==> src/rtl/fetch_unit.sv <==
// Instruction fetch sequencer: requests the icache, consults the branch predictor and pushes to the IQ.
// Define FETCH_RAS_EN to add a 4-entry circular return-address stack for call/return prediction.
module fetch_unit (
  input  logic        clk,
  input  logic        rst,
  input  logic        hci_rdy,
  output logic        if_req_valid,
  output logic [16:0] if_req_addr,
  input  logic        if_resp_valid,
  input  logic [31:0] if_resp_inst,
  output logic [16:0] q_address,
  input  logic        q_take,
  input  logic        iq_full,
  output logic        iq_push,
  output logic [31:0] iq_inst,
  output logic [16:0] iq_pc,
  output logic        iq_pred_take,
  output logic [16:0] iq_pred_pc,
  input  logic        redirect_en,
  input  logic [16:0] redirect_pc
);

  localparam logic [6:0] OP_BRANCH = 7'b1100011;
  localparam logic [6:0] OP_JAL    = 7'b1101111;
  localparam logic [6:0] OP_JALR   = 7'b1100111;

  typedef enum logic [2:0] {
    S_REQ   = 3'd0,
    S_WAIT  = 3'd1,
    S_ISSUE = 3'd2,
    S_STALL = 3'd3,
    S_DRAIN = 3'd4
  } state_t;

  state_t      state_q;
  logic [16:0] pc_q;
  logic [31:0] inst_buf_q;
  logic        req_vld_q;
  logic        push_q;
  logic [31:0] iq_inst_q;
  logic [16:0] iq_pc_q;
  logic        iq_take_q;
  logic [16:0] iq_pred_q;

  logic [6:0]  opcode;
  logic [16:0] imm_b;
  logic [16:0] imm_j;
  logic [16:0] pc_plus4;
  logic [16:0] next_pc_d;
  logic        pred_take_d;
  logic        stall_d;

  assign opcode   = inst_buf_q[6:0];
  assign imm_b    = {{4{inst_buf_q[31]}}, inst_buf_q[31], inst_buf_q[7],
                     inst_buf_q[30:25], inst_buf_q[11:8], 1'b0};
  // J immediate is 21 bits; its low 17 bits are all a 17-bit PC can use.
  assign imm_j    = {inst_buf_q[16:12], inst_buf_q[20], inst_buf_q[30:21], 1'b0};
  assign pc_plus4 = pc_q + 17'd4;

`ifdef FETCH_RAS_EN
  logic [16:0] ras_q [4];
  logic [1:0]  ras_top_q;
  logic [2:0]  ras_cnt_q;
  logic [4:0]  rd;
  logic [4:0]  rs1;
  logic [11:0] imm_i;
  logic        rd_link;
  logic        rs1_link;
  logic        ras_call;
  logic        ras_ret;
  logic        issue_fire;

  assign rd         = inst_buf_q[11:7];
  assign rs1        = inst_buf_q[19:15];
  assign imm_i      = inst_buf_q[31:20];
  assign rd_link    = (rd == 5'd1) || (rd == 5'd5);
  assign rs1_link   = (rs1 == 5'd1) || (rs1 == 5'd5);
  assign ras_call   = ((opcode == OP_JAL) || (opcode == OP_JALR)) && rd_link;
  assign ras_ret    = (opcode == OP_JALR) && (rd == 5'd0) && rs1_link &&
                      (imm_i == 12'd0) && (ras_cnt_q != 3'd0);
  assign issue_fire = hci_rdy && !redirect_en && (state_q == S_ISSUE) && !iq_full;

  // Top pointer always advances on a call, so a full stack silently overwrites its oldest entry.
  always_ff @(posedge clk) begin
    if (rst) begin
      ras_top_q <= 2'd0;
      ras_cnt_q <= 3'd0;
    end else if (issue_fire) begin
      if (ras_call) begin
        ras_q[ras_top_q + 2'd1] <= pc_plus4;
        ras_top_q               <= ras_top_q + 2'd1;
        ras_cnt_q               <= (ras_cnt_q == 3'd4) ? 3'd4 : ras_cnt_q + 3'd1;
      end else if (ras_ret) begin
        ras_top_q <= ras_top_q - 2'd1;
        ras_cnt_q <= ras_cnt_q - 3'd1;
      end
    end
  end
`endif

  always_comb begin
    next_pc_d   = pc_plus4;
    pred_take_d = 1'b0;
    stall_d     = 1'b0;
    case (opcode)
      OP_BRANCH: begin
        if (q_take) begin
          next_pc_d   = pc_q + imm_b;
          pred_take_d = 1'b1;
        end
      end
      OP_JAL: begin
        next_pc_d   = pc_q + imm_j;
        pred_take_d = 1'b1;
      end
      OP_JALR: begin
`ifdef FETCH_RAS_EN
        if (ras_ret) begin
          next_pc_d   = ras_q[ras_top_q];
          pred_take_d = 1'b1;
        end else
`endif
        stall_d = 1'b1;
      end
      default: ;
    endcase
  end

  always_ff @(posedge clk) begin
    if (rst) begin
      state_q    <= S_REQ;
      pc_q       <= 17'd0;
      inst_buf_q <= 32'd0;
      req_vld_q  <= 1'b1;
      push_q     <= 1'b0;
      iq_inst_q  <= 32'd0;
      iq_pc_q    <= 17'd0;
      iq_take_q  <= 1'b0;
      iq_pred_q  <= 17'd0;
    end else if (hci_rdy) begin
      push_q <= 1'b0;
      if (redirect_en) begin
        pc_q <= redirect_pc;
        // A request is still in flight unless its response lands this very cycle.
        if (((state_q == S_WAIT) || (state_q == S_DRAIN)) && !if_resp_valid) begin
          state_q   <= S_DRAIN;
          req_vld_q <= 1'b0;
        end else begin
          state_q   <= S_REQ;
          req_vld_q <= 1'b1;
        end
      end else begin
        case (state_q)
          S_REQ: begin
            state_q   <= S_WAIT;
            req_vld_q <= 1'b1;
          end
          S_WAIT: begin
            if (if_resp_valid) begin
              inst_buf_q <= if_resp_inst;
              state_q    <= S_ISSUE;
              req_vld_q  <= 1'b0;
            end
          end
          S_ISSUE: begin
            if (!iq_full) begin
              push_q    <= 1'b1;
              iq_inst_q <= inst_buf_q;
              iq_pc_q   <= pc_q;
              iq_take_q <= pred_take_d;
              iq_pred_q <= next_pc_d;
              if (stall_d) begin
                state_q <= S_STALL;
              end else begin
                state_q   <= S_REQ;
                pc_q      <= next_pc_d;
                req_vld_q <= 1'b1;
              end
            end
          end
          S_STALL: ;
          S_DRAIN: begin
            if (if_resp_valid) begin
              state_q   <= S_REQ;
              req_vld_q <= 1'b1;
            end
          end
          default: begin
            state_q   <= S_REQ;
            req_vld_q <= 1'b1;
          end
        endcase
      end
    end
  end

  assign if_req_valid = req_vld_q;
  assign if_req_addr  = pc_q;
  assign q_address    = pc_q;
  // The strobe is held back, not lost, while the pipeline is frozen.
  assign iq_push      = push_q & hci_rdy;
  assign iq_inst      = iq_inst_q;
  assign iq_pc        = iq_pc_q;
  assign iq_pred_take = iq_take_q;
  assign iq_pred_pc   = iq_pred_q;

endmodule

==> config.mk <==
export PLATFORM = sky130hd
export DESIGN_NAME = fetch_unit
export DESIGN_NICKNAME = d
export VERILOG_FILES = /design/src/rtl/fetch_unit.sv
export SDC_FILE = /design/constraint.sdc
export NUM_CORES = 1
export LEC_CHECK = 0
export BUFFER_PORTS_ARGS = -buffer_cell sky130_fd_sc_hd__buf_2
export CORE_MARGIN = 3
export CORE_UTILIZATION = 25
export DETAILED_ROUTE_END_ITERATION = 7
export HOLD_SLACK_MARGIN = 0.02
export SYNTH_ARGS = -nofsm -noshare
export SYNTH_HDL_FRONTEND = slang
export SYNTH_SLANG_ARGS = --single-unit
==> constraint.sdc <==
create_clock -name clk -period 7.3 [get_ports clk]
set_input_delay 0.73 -clock clk [delete_from_list [all_inputs] [get_ports clk]]
set_output_delay 0.73 -clock clk [all_outputs]
set_load 0.01 [all_outputs]
==> flow_summary.yaml, run 1 <==
outcome:
  status: "finished, final reports clean"
final_layout:
  drive_gt1_frac: 0.215
  layout_commonest_cell: "nand2_1"
  final_area_um2: 8000
  fillers: 2773
  final_cell_mix: "194 x nand2_1, 157 x buf_2, 128 x a21oi_1"
  nets: 1053
  multi_input_area_um2: 3740
  final_cells: 1313
  final_util: 0.315
  diodes: 0
  syn2layout_area_growth_pct: 22.4
  seqCellArea_um2: 2400
timing:
  hold_ws_ps: 452
  finalCriticalPeriod_ps: 3210
  worst_slack_ps: 4090
  rsz0062_at_grt: "false"
  final.setup.tns_ps: 0
  finClkSkew_ps: 11.3
  setup_viol: 0
  maxSlewViolCount: 0
  fmax_ghz: 0.311
  period_share: 0.440
  hold_viol: 0
  relSlewSlack: 0.353
  tightest_slew_ps: 965
global_routing:
  antenna_found_initial: 0
  grt_max_degree: 68
  grt_usage: 0.155
  grt_pass1_vias: 6125
  grt_pass1_wl_mm: 34.9
  grt_overflow: 0
die:
  die_h_um: 168
  rows: 58
  die_area_um2: 28100
  initial_core_util: 0.257
  num_io_pins: 159
  core_region_area_um2: 25400
  die_width_um: 168
routing:
  ant_nets: 0
  num_vias: 6601
  drc: 0
  dr.pass1.iters: 5
  drt_iter0_drc: 620
  wl_per_cell_um: 16.9
  routed_wl_mm: 22.1
  viasPerCell: 5.03
cts:
  cts_sinks: 120
  cts_tree: "yes"
  cts_resized: 0
  htree_levels: 4
  clock_latency_ps: 420
  numCtsBuffers: 17
  cts.clk_slew.worst_paths_ps: 60
  post-cts-setup-buffers: 0
  cts_root_buffer: "clkbuf_16"
  ctsHoldBuffers: 0
  cts_buffer_depth: 2
synth:
  yosysUniqueCellTypes: 66
  synth_warnings: 0
  ys_seq_area_frac: 0.368
  async_reset_ff_frac: 0
  synth-seq-cells: 120
  yosysTopAreaCellShare: 0.368
  netlist_area_um2: 6530
  ys.flop_type: "dfxtp_1"
  yosysTopAreaCell: "dfxtp_1"
  syn_nets: 940
  synth_edf_count: 0
  ys_top_cells_by_area: "dfxtp_1 37%, nand2_1 11%, a21oi_1 9.8%, ha_1 4.8%, nor2_1 3.2%"
  netlist_instances: 857
  synth.avg_cell_area_um2: 7.62
place:
  place_hpwl_mm: 16.1
  pre_cts_ws_ps: 4080
  gp_congestion: 0.942
  postPlaceCellArea_um2: 7430
  io_buffer_count: 158
  post-place-cells: 1281
critical_path:
  start_kind: "flop"
  crit_path_max_fanout: 7
  cp-end-kind: "flop"
  arrival_ps: 3490
  worstPathRequired_ps: 7570
  critPathKind: "reg2reg"
power:
  peakVddDrop_uv: 178
  power.leakage_nw: 3.24
  finalPower_mw: 1.63
  power_density_nw_per_um2: 203
job:
  maxCapViolations: 0
worst_hold_path:
  worstHoldPathType: "reg2reg"
==> Yosys cell counts (all sizes together) (7+ instances only) <==
library cell,n
nand2,195
a21oi,129
dfxtp,120
nor2,57
o21ai,43
buf,37
clkbuf,33
ha,25
a211oi,20
xnor2,18
nand3,17
nor3,14
xor2,11
inv,10
a21o,9
a2111oi,7
and3,7
==> worst max-delay path: stages (launching register included) <==
cell and delay, ps:
dfxtp_1 430, ha_1 300, fa_1 430, a211oi_1 430
o21ai_0 170, a21oi_1 450, a21boi_0 200, xor2_1 180
a221oi_1 360, a21oi_1 120
==> power by group <==
part           internal [mW]  switching, mW  leakage (nW)
combinational         0.0486         0.0743          2.00
sequential             0.662         0.0216         0.969
clock                  0.477          0.341         0.271
==> cell families (layout without fill, tap and decap cells) <==
group | count (synthesis) | after routing | share of synthesized area
XOR/XNOR | 29 | 29 | 0.0389
flip-flops | 120 | 120 | 0.368
AND/OR/NAND/NOR | 332 | 332 | 0.223
multiplexers | 5 | 5 | 0.00766
buffers and inverters | 80 | 206 | 0.0611
AO/OA/AOI/OAI | 264 | 264 | 0.247
adder cells (fa/ha/maj) | 27 | 27 | 0.0540
==> layer usage <==
layer / share of wire / vias up / GRT usage
li1: - / 3253 / -
met1: 0.49 / 3082 / 0.226
met2: 0.42 / 241 / 0.227
met3: 0.070 / 25 / 0.0366
met4: 0.015 / 0 / 0.0455
met5: 0 / - / 0
==> area by class of cell <==
cell class,count,area share
clock buffers,18,0.0537
clock inverters,14,0.0174
inverters,10,0.00469
multi-input cells,657,0.468
flip-flops and latches,120,0.300
repair buffers,164,0.105
well taps,330,0.0516
==> sequential cells by signal, indices dropped and copies added, names as in the netlist <==
register / count
iq_inst: 32
iq_pred_take: 1
push_q: 1
inst_buf_q: 32
iq_pred_pc: 16
iq_pc: 17
state_q: 3
if_req_valid: 1
if_req_addr: 17
==> final timing paths <==
check                                 to  slack, ps                         from  cells past startpoint
max          iq_pred_pc[13]$_SDFFE_PP0P_       4090  if_req_addr[1]$_SDFFE_PP0P_                      9
min               iq_pc[15]$_SDFFE_PP0P_        450       iq_pc[15]$_SDFFE_PP0P_                      2
max reg2reg  iq_pred_pc[13]$_SDFFE_PP0P_       4090  if_req_addr[1]$_SDFFE_PP0P_                      9
min reg2reg       iq_pc[15]$_SDFFE_PP0P_        450       iq_pc[15]$_SDFFE_PP0P_                      2
No activity file was read; power rests on OpenSTA's default activity.
==> inputs of run 2 (changes only) <==
==> constraint.sdc (replaced) <==
create_clock -name clk -period 3.2 [get_ports clk]
set_input_delay 0.32 -clock clk [delete_from_list [all_inputs] [get_ports clk]]
set_output_delay 0.32 -clock clk [all_outputs]
set_load 0.01 [all_outputs]
==> flow_summary.yaml, run 2 (synthesis gave the netlist of run 1 again) <==
outcome:
  status: "finished, final reports clean"
timing:
  finalCriticalPeriod_ps: 2850
  period_share: 0.891
  finClkSkew_ps: 12.3
  setup_viol: 0
  final.setup.tns_ps: 0
  maxSlewViolCount: 0
  hold_viol: 0
  fmax_ghz: 0.351
  tightest_slew_ps: 814
  relSlewSlack: 0.451
  rsz0062_at_grt: "false"
cts:
  clock_latency_ps: 420
  cts_root_buffer: "clkbuf_16"
  cts_sinks: 120
  numCtsBuffers: 17
  cts_tree: "yes"
  cts.clk_slew.worst_paths_ps: 60
  cts_buffer_depth: 2
  cts_resized: 0
  post-cts-setup-buffers: 0
  htree_levels: 4
  ctsHoldBuffers: 0
die:
  num_io_pins: 159
  initial_core_util: 0.257
  die_h_um: 168
  core_region_area_um2: 25400
  rows: 58
  die_width_um: 168
  die_area_um2: 28100
global_routing:
  grt_overflow: 0
  grt_max_degree: 44
  grt_pass1_vias: 6121
  grt_usage: 0.162
  grt_pass1_wl_mm: 35.9
  antenna_found_initial: 3
final_layout:
  syn2layout_area_growth_pct: 25.4
  layout_commonest_cell: "nand2_1"
  final_area_um2: 8190
  nets: 1075
  drive_gt1_frac: 0.231
  final_cell_mix: "194 x nand2_1, 157 x buf_2, 127 x a21oi_1"
  diodes: 0
critical_path:
  worstPathRequired_ps: 3480
  crit_path_max_fanout: 7
  start_kind: "flop"
  critPathKind: "reg2reg"
  arrival_ps: 3130
  cp-end-kind: "flop"
routing:
  num_vias: 6650
  drc: 0
  dr.pass1.iters: 5
  ant_nets: 0
  viasPerCell: 4.99
  wl_per_cell_um: 17.4
  drt_iter0_drc: 504
  routed_wl_mm: 23.2
place:
  place_hpwl_mm: 17.2
  gp_congestion: 0.934
  io_buffer_count: 158
  postPlaceCellArea_um2: 7620
power:
  power_density_nw_per_um2: 458
  finalPower_mw: 3.75
  peakVddDrop_uv: 258
  power.leakage_nw: 3.36
worst_hold_path:
  worstHoldPathType: "in2reg"
job:
  maxCapViolations: 0
-- run 2: cell count changes in the layout (fill, tap and decap cells not counted), sizes merged --
cell / before / now
clkinv: 3 / 5
inv: 17 / 11
buf: 164 / 186
bufinv: 1 / 2
clkinvlp: 3 / 4
clkbuf: 18 / 19
-- run 2: area by class of cell --
class / count / area [µm²]
Clock inverter: 12 / 128
Multi-Input combinational cell: 657 / 3740
Sequential cell: 120 / 2400
Clock buffer: 19 / 443
Inverter: 10 / 37.5
Tap cell: 330 / 413
Timing Repair Buffer: 186 / 1030
Fill cell: 2766 / 17200
-- run 2: per-stage QoR --
| step | hold slack (ps) | std cells | setup slack (ps) | util |
|---|---|---|---|---|
| 2_1_floorplan | 432 | 857 | 639 | - |
| 3_3_place_gp | 439 | 1303 | 292 | 0.300 |
| 3_5_place_dp | 445 | 1303 | 295 | 0.300 |
| 4_1_cts | 117 | 1334 | 277 | 0.322 |
| 5_1_grt | 131 | 1334 | 88.8 | 0.322 |
| 6_report | 136 | 1334 | 350 | 0.322 |
-- run 2: final timing paths --
kind,endpoint,start,slack (ps),cells past startpoint
setup / recovery,if_req_addr[13]$_SDFFE_PP0P_,if_req_addr[1]$_SDFFE_PP0P_,350,9
hold reg to reg,iq_pc[14]$_SDFFE_PP0P_,iq_pc[14]$_SDFFE_PP0P_,450,2
hold / removal,inst_buf_q[19]$_SDFFE_PP0P_,if_resp_inst[19],140,3
setup reg to reg,if_req_addr[13]$_SDFFE_PP0P_,if_req_addr[1]$_SDFFE_PP0P_,350,9
-- run 2: where the power goes --
part	internal [mW]	leakage (nW)	switching, mW	total (mW)
registers	1.51	0.969	0.0284	1.54
clock network	1.16	0.271	0.728	1.89
logic	0.123	2.12	0.199	0.322
total	2.79	3.36	0.955	3.75
-- run 2: worst max-delay path, stage by stage, from the launching register on --
cell and delay (ps):
dfxtp_1 400, ha_1 280, fa_1 430, a211oi_1 390, o21ai_0 180, a21oi_2 260, a21oi_1 110, xor2_1 150
a221oi_1 390, o22ai_1 110
-- run 2: routing by layer --
metal | routed length [µm] | track usage | vias up
met5 | 40 | 0 | -
met4 | 284 | 0.0423 | 6
met3 | 1580 | 0.0460 | 25
met2 | 9710 | 0.236 | 227
met1 | 11600 | 0.233 | 3096
li1 | - | - | 3296
==> inputs of run 3 (changes only) <==
--- a/config.mk
+++ b/config.mk
@@ -5,11 +5,15 @@
 export SDC_FILE = /design/constraint.sdc
 export NUM_CORES = 1
 export LEC_CHECK = 0
+export ABC_AREA = 1
 export BUFFER_PORTS_ARGS = -buffer_cell sky130_fd_sc_hd__buf_2
+export CELL_PAD_IN_SITES_DETAIL_PLACEMENT = 1
+export CELL_PAD_IN_SITES_GLOBAL_PLACEMENT = 2
 export CORE_MARGIN = 3
 export CORE_UTILIZATION = 25
 export DETAILED_ROUTE_END_ITERATION = 7
 export HOLD_SLACK_MARGIN = 0.02
+export PLACE_DENSITY_LB_ADDON = 0.1
 export SYNTH_ARGS = -nofsm -noshare
 export SYNTH_HDL_FRONTEND = slang
 export SYNTH_SLANG_ARGS = --single-unit
==> flow_summary.yaml, run 3 <==
job:
  maxCapViolations: 0
power:
  power_density_nw_per_um2: 473
  power.leakage_nw: 4.21
  peakVddDrop_uv: 272
final_layout:
  final_util: 0.316
  layout_commonest_cell: "nand2_1"
  nets: 1232
  diodes: 0
  fillers: 3439
  final_area_um2: 8540
  final_cell_mix: "196 x nand2_1, 158 x buf_2, 132 x a21oi_1"
  drive_gt1_frac: 0.204
  syn2layout_area_growth_pct: 23.9
cts:
  cts.clk_slew.worst_paths_ps: 70
  cts_tree: "yes"
  cts_buffer_depth: 2
  clock_latency_ps: 430
  numCtsBuffers: 17
  htree_levels: 4
  cts_root_buffer: "clkbuf_16"
  cts_resized: 0
  ctsHoldBuffers: 0
  post-cts-setup-buffers: 0
  cts_sinks: 120
global_routing:
  grt_usage: 0.189
  grt_pass1_vias: 7408
  antenna_found_initial: 0
  grt_max_degree: 83
  grt_overflow: 0
  grt_pass1_wl_mm: 42.3
routing:
  num_vias: 7038
  viasPerCell: 4.68
  drt_iter0_drc: 280
  drc: 0
  ant_nets: 0
  wl_per_cell_um: 18.6
  routed_wl_mm: 27.9
  dr.pass1.iters: 4
critical_path:
  crit_path_max_fanout: 7
  arrival_ps: 2800
  critPathKind: "reg2reg"
  cp-end-kind: "flop"
  worstPathRequired_ps: 3510
  start_kind: "flop"
timing:
  hold_viol: 0
  rsz0062_at_grt: "false"
  finClkSkew_ps: 14.1
  tightest_slew_ps: 903
  period_share: 0.778
  setup_viol: 0
  fmax_ghz: 0.401
  relSlewSlack: 0.393
  finalCriticalPeriod_ps: 2490
  final.setup.tns_ps: 0
  maxSlewViolCount: 0
synth:
  ys_seq_area_frac: 0.349
  synth-seq-cells: 120
  syn_nets: 1100
  async_reset_ff_frac: 0
  yosysTopAreaCellShare: 0.349
  synth_edf_count: 0
  yosysTopAreaCell: "dfxtp_1"
  synth_warnings: 0
  synth_most_common_cell: "nand2_1"
  ys_top_cells_by_count: "196 x nand2_1, 132 x a21oi_1, 130 x inv_1"
  ys_top_cells_by_area: "dfxtp_1 35%, nand2_1 11%, a21oi_1 9.6%, o21ai_0 8.1%, inv_1 7.1%"
  ys.flop_type: "dfxtp_1"
  synth.avg_cell_area_um2: 6.78
  yosysUniqueCellTypes: 41
  netlist_area_um2: 6890
  netlist_instances: 1017
place:
  gp_congestion: 0.800
  place_hpwl_mm: 21.8
  io_buffer_count: 158
  postPlaceCellArea_um2: 7940
die:
  die_h_um: 172
  core_region_area_um2: 27000
  rows: 60
  die_area_um2: 29600
  die_width_um: 172
  initial_core_util: 0.255
  num_io_pins: 159
worst_hold_path:
  worstHoldPathType: "in2reg"
outcome:
  status: "finished, final reports clean"
## run 3: cell type report
class | count | area (µm²) | share of cell area
clock buffers | 18 | 439 | 0.0514
clock inverters | 14 | 163 | 0.0190
inverters | 141 | 531 | 0.0621
multi-input cells | 694 | 3620 | 0.424
flip-flops and latches | 120 | 2400 | 0.281
well taps | 341 | 427 | 0.0500
repair buffers | 175 | 956 | 0.112
## run 3: kinds of logic (layout without fill, tap and decap cells)
| group | Yosys count | count (layout) | share of synthesized area |
|---|---|---|---|
| adder cells (fa/ha/maj) | 27 | 27 | 0.0512 |
| flip-flops | 120 | 120 | 0.349 |
| AO/OA/AOI/OAI | 281 | 281 | 0.217 |
| AND/OR/NAND/NOR | 372 | 372 | 0.238 |
| buffers and inverters | 203 | 348 | 0.127 |
| XOR/XNOR | 14 | 14 | 0.0178 |
## run 3: final timing paths
| check | slack, ps | from | cells past startpoint | endpoint |
|---|---|---|---|---|
| max | 710 | if_req_addr[11]$_SDFFE_PP0P_ | 13 | iq_pred_pc[16]$_SDFFE_PP0P_ |
| min | 180 | if_resp_inst[17] | 3 | inst_buf_q[17]$_SDFFE_PP0P_ |
| max reg2reg | 710 | if_req_addr[11]$_SDFFE_PP0P_ | 13 | iq_pred_pc[16]$_SDFFE_PP0P_ |
| min reg2reg | 460 | inst_buf_q[18]$_SDFFE_PP0P_ | 2 | inst_buf_q[18]$_SDFFE_PP0P_ |
## run 3: metrics by stage
step / setup WS [ps] / std cells / hold WS [ps] / total power [mW]
2_1_floorplan: 1200 / 1017 / 398 / 1.88
3_3_place_gp: 706 / 1471 / 445 / 2.08
3_5_place_dp: 687 / 1471 / 451 / 2.08
4_1_cts: 679 / 1503 / 147 / 4.12
5_1_grt: 470 / 1503 / 184 / 4.23
6_report: 709 / 1503 / 176 / 4.04
## run 3: critical path, cell delays in order (launching register included)
cell and delay, ps:
dfxtp_1 540, ha_1 370, nand2_1 200, inv_1 60, a21oi_1 260, nor2_1 70, nor2_1 190, nand2_1 80
nand2_1 60, nand3_1 120, nand2_1 140, nand3_1 120, o21bai_1 150, inv_1 50
## run 3: per-layer routing
metal | track usage | wire length (µm) | vias up
met5 | 0 | 0 | -
met4 | 0.0479 | 481 | 0
met3 | 0.0352 | 848 | 20
met2 | 0.329 | 13700 | 107
met1 | 0.242 | 12900 | 3319
li1 | - | - | 3592
## run 3: power by group
part	internal [mW]	switching [mW]	leakage, nW
combinational	0.161	0.290	2.94
sequential	1.54	0.0470	0.972
clock	1.19	0.817	0.294
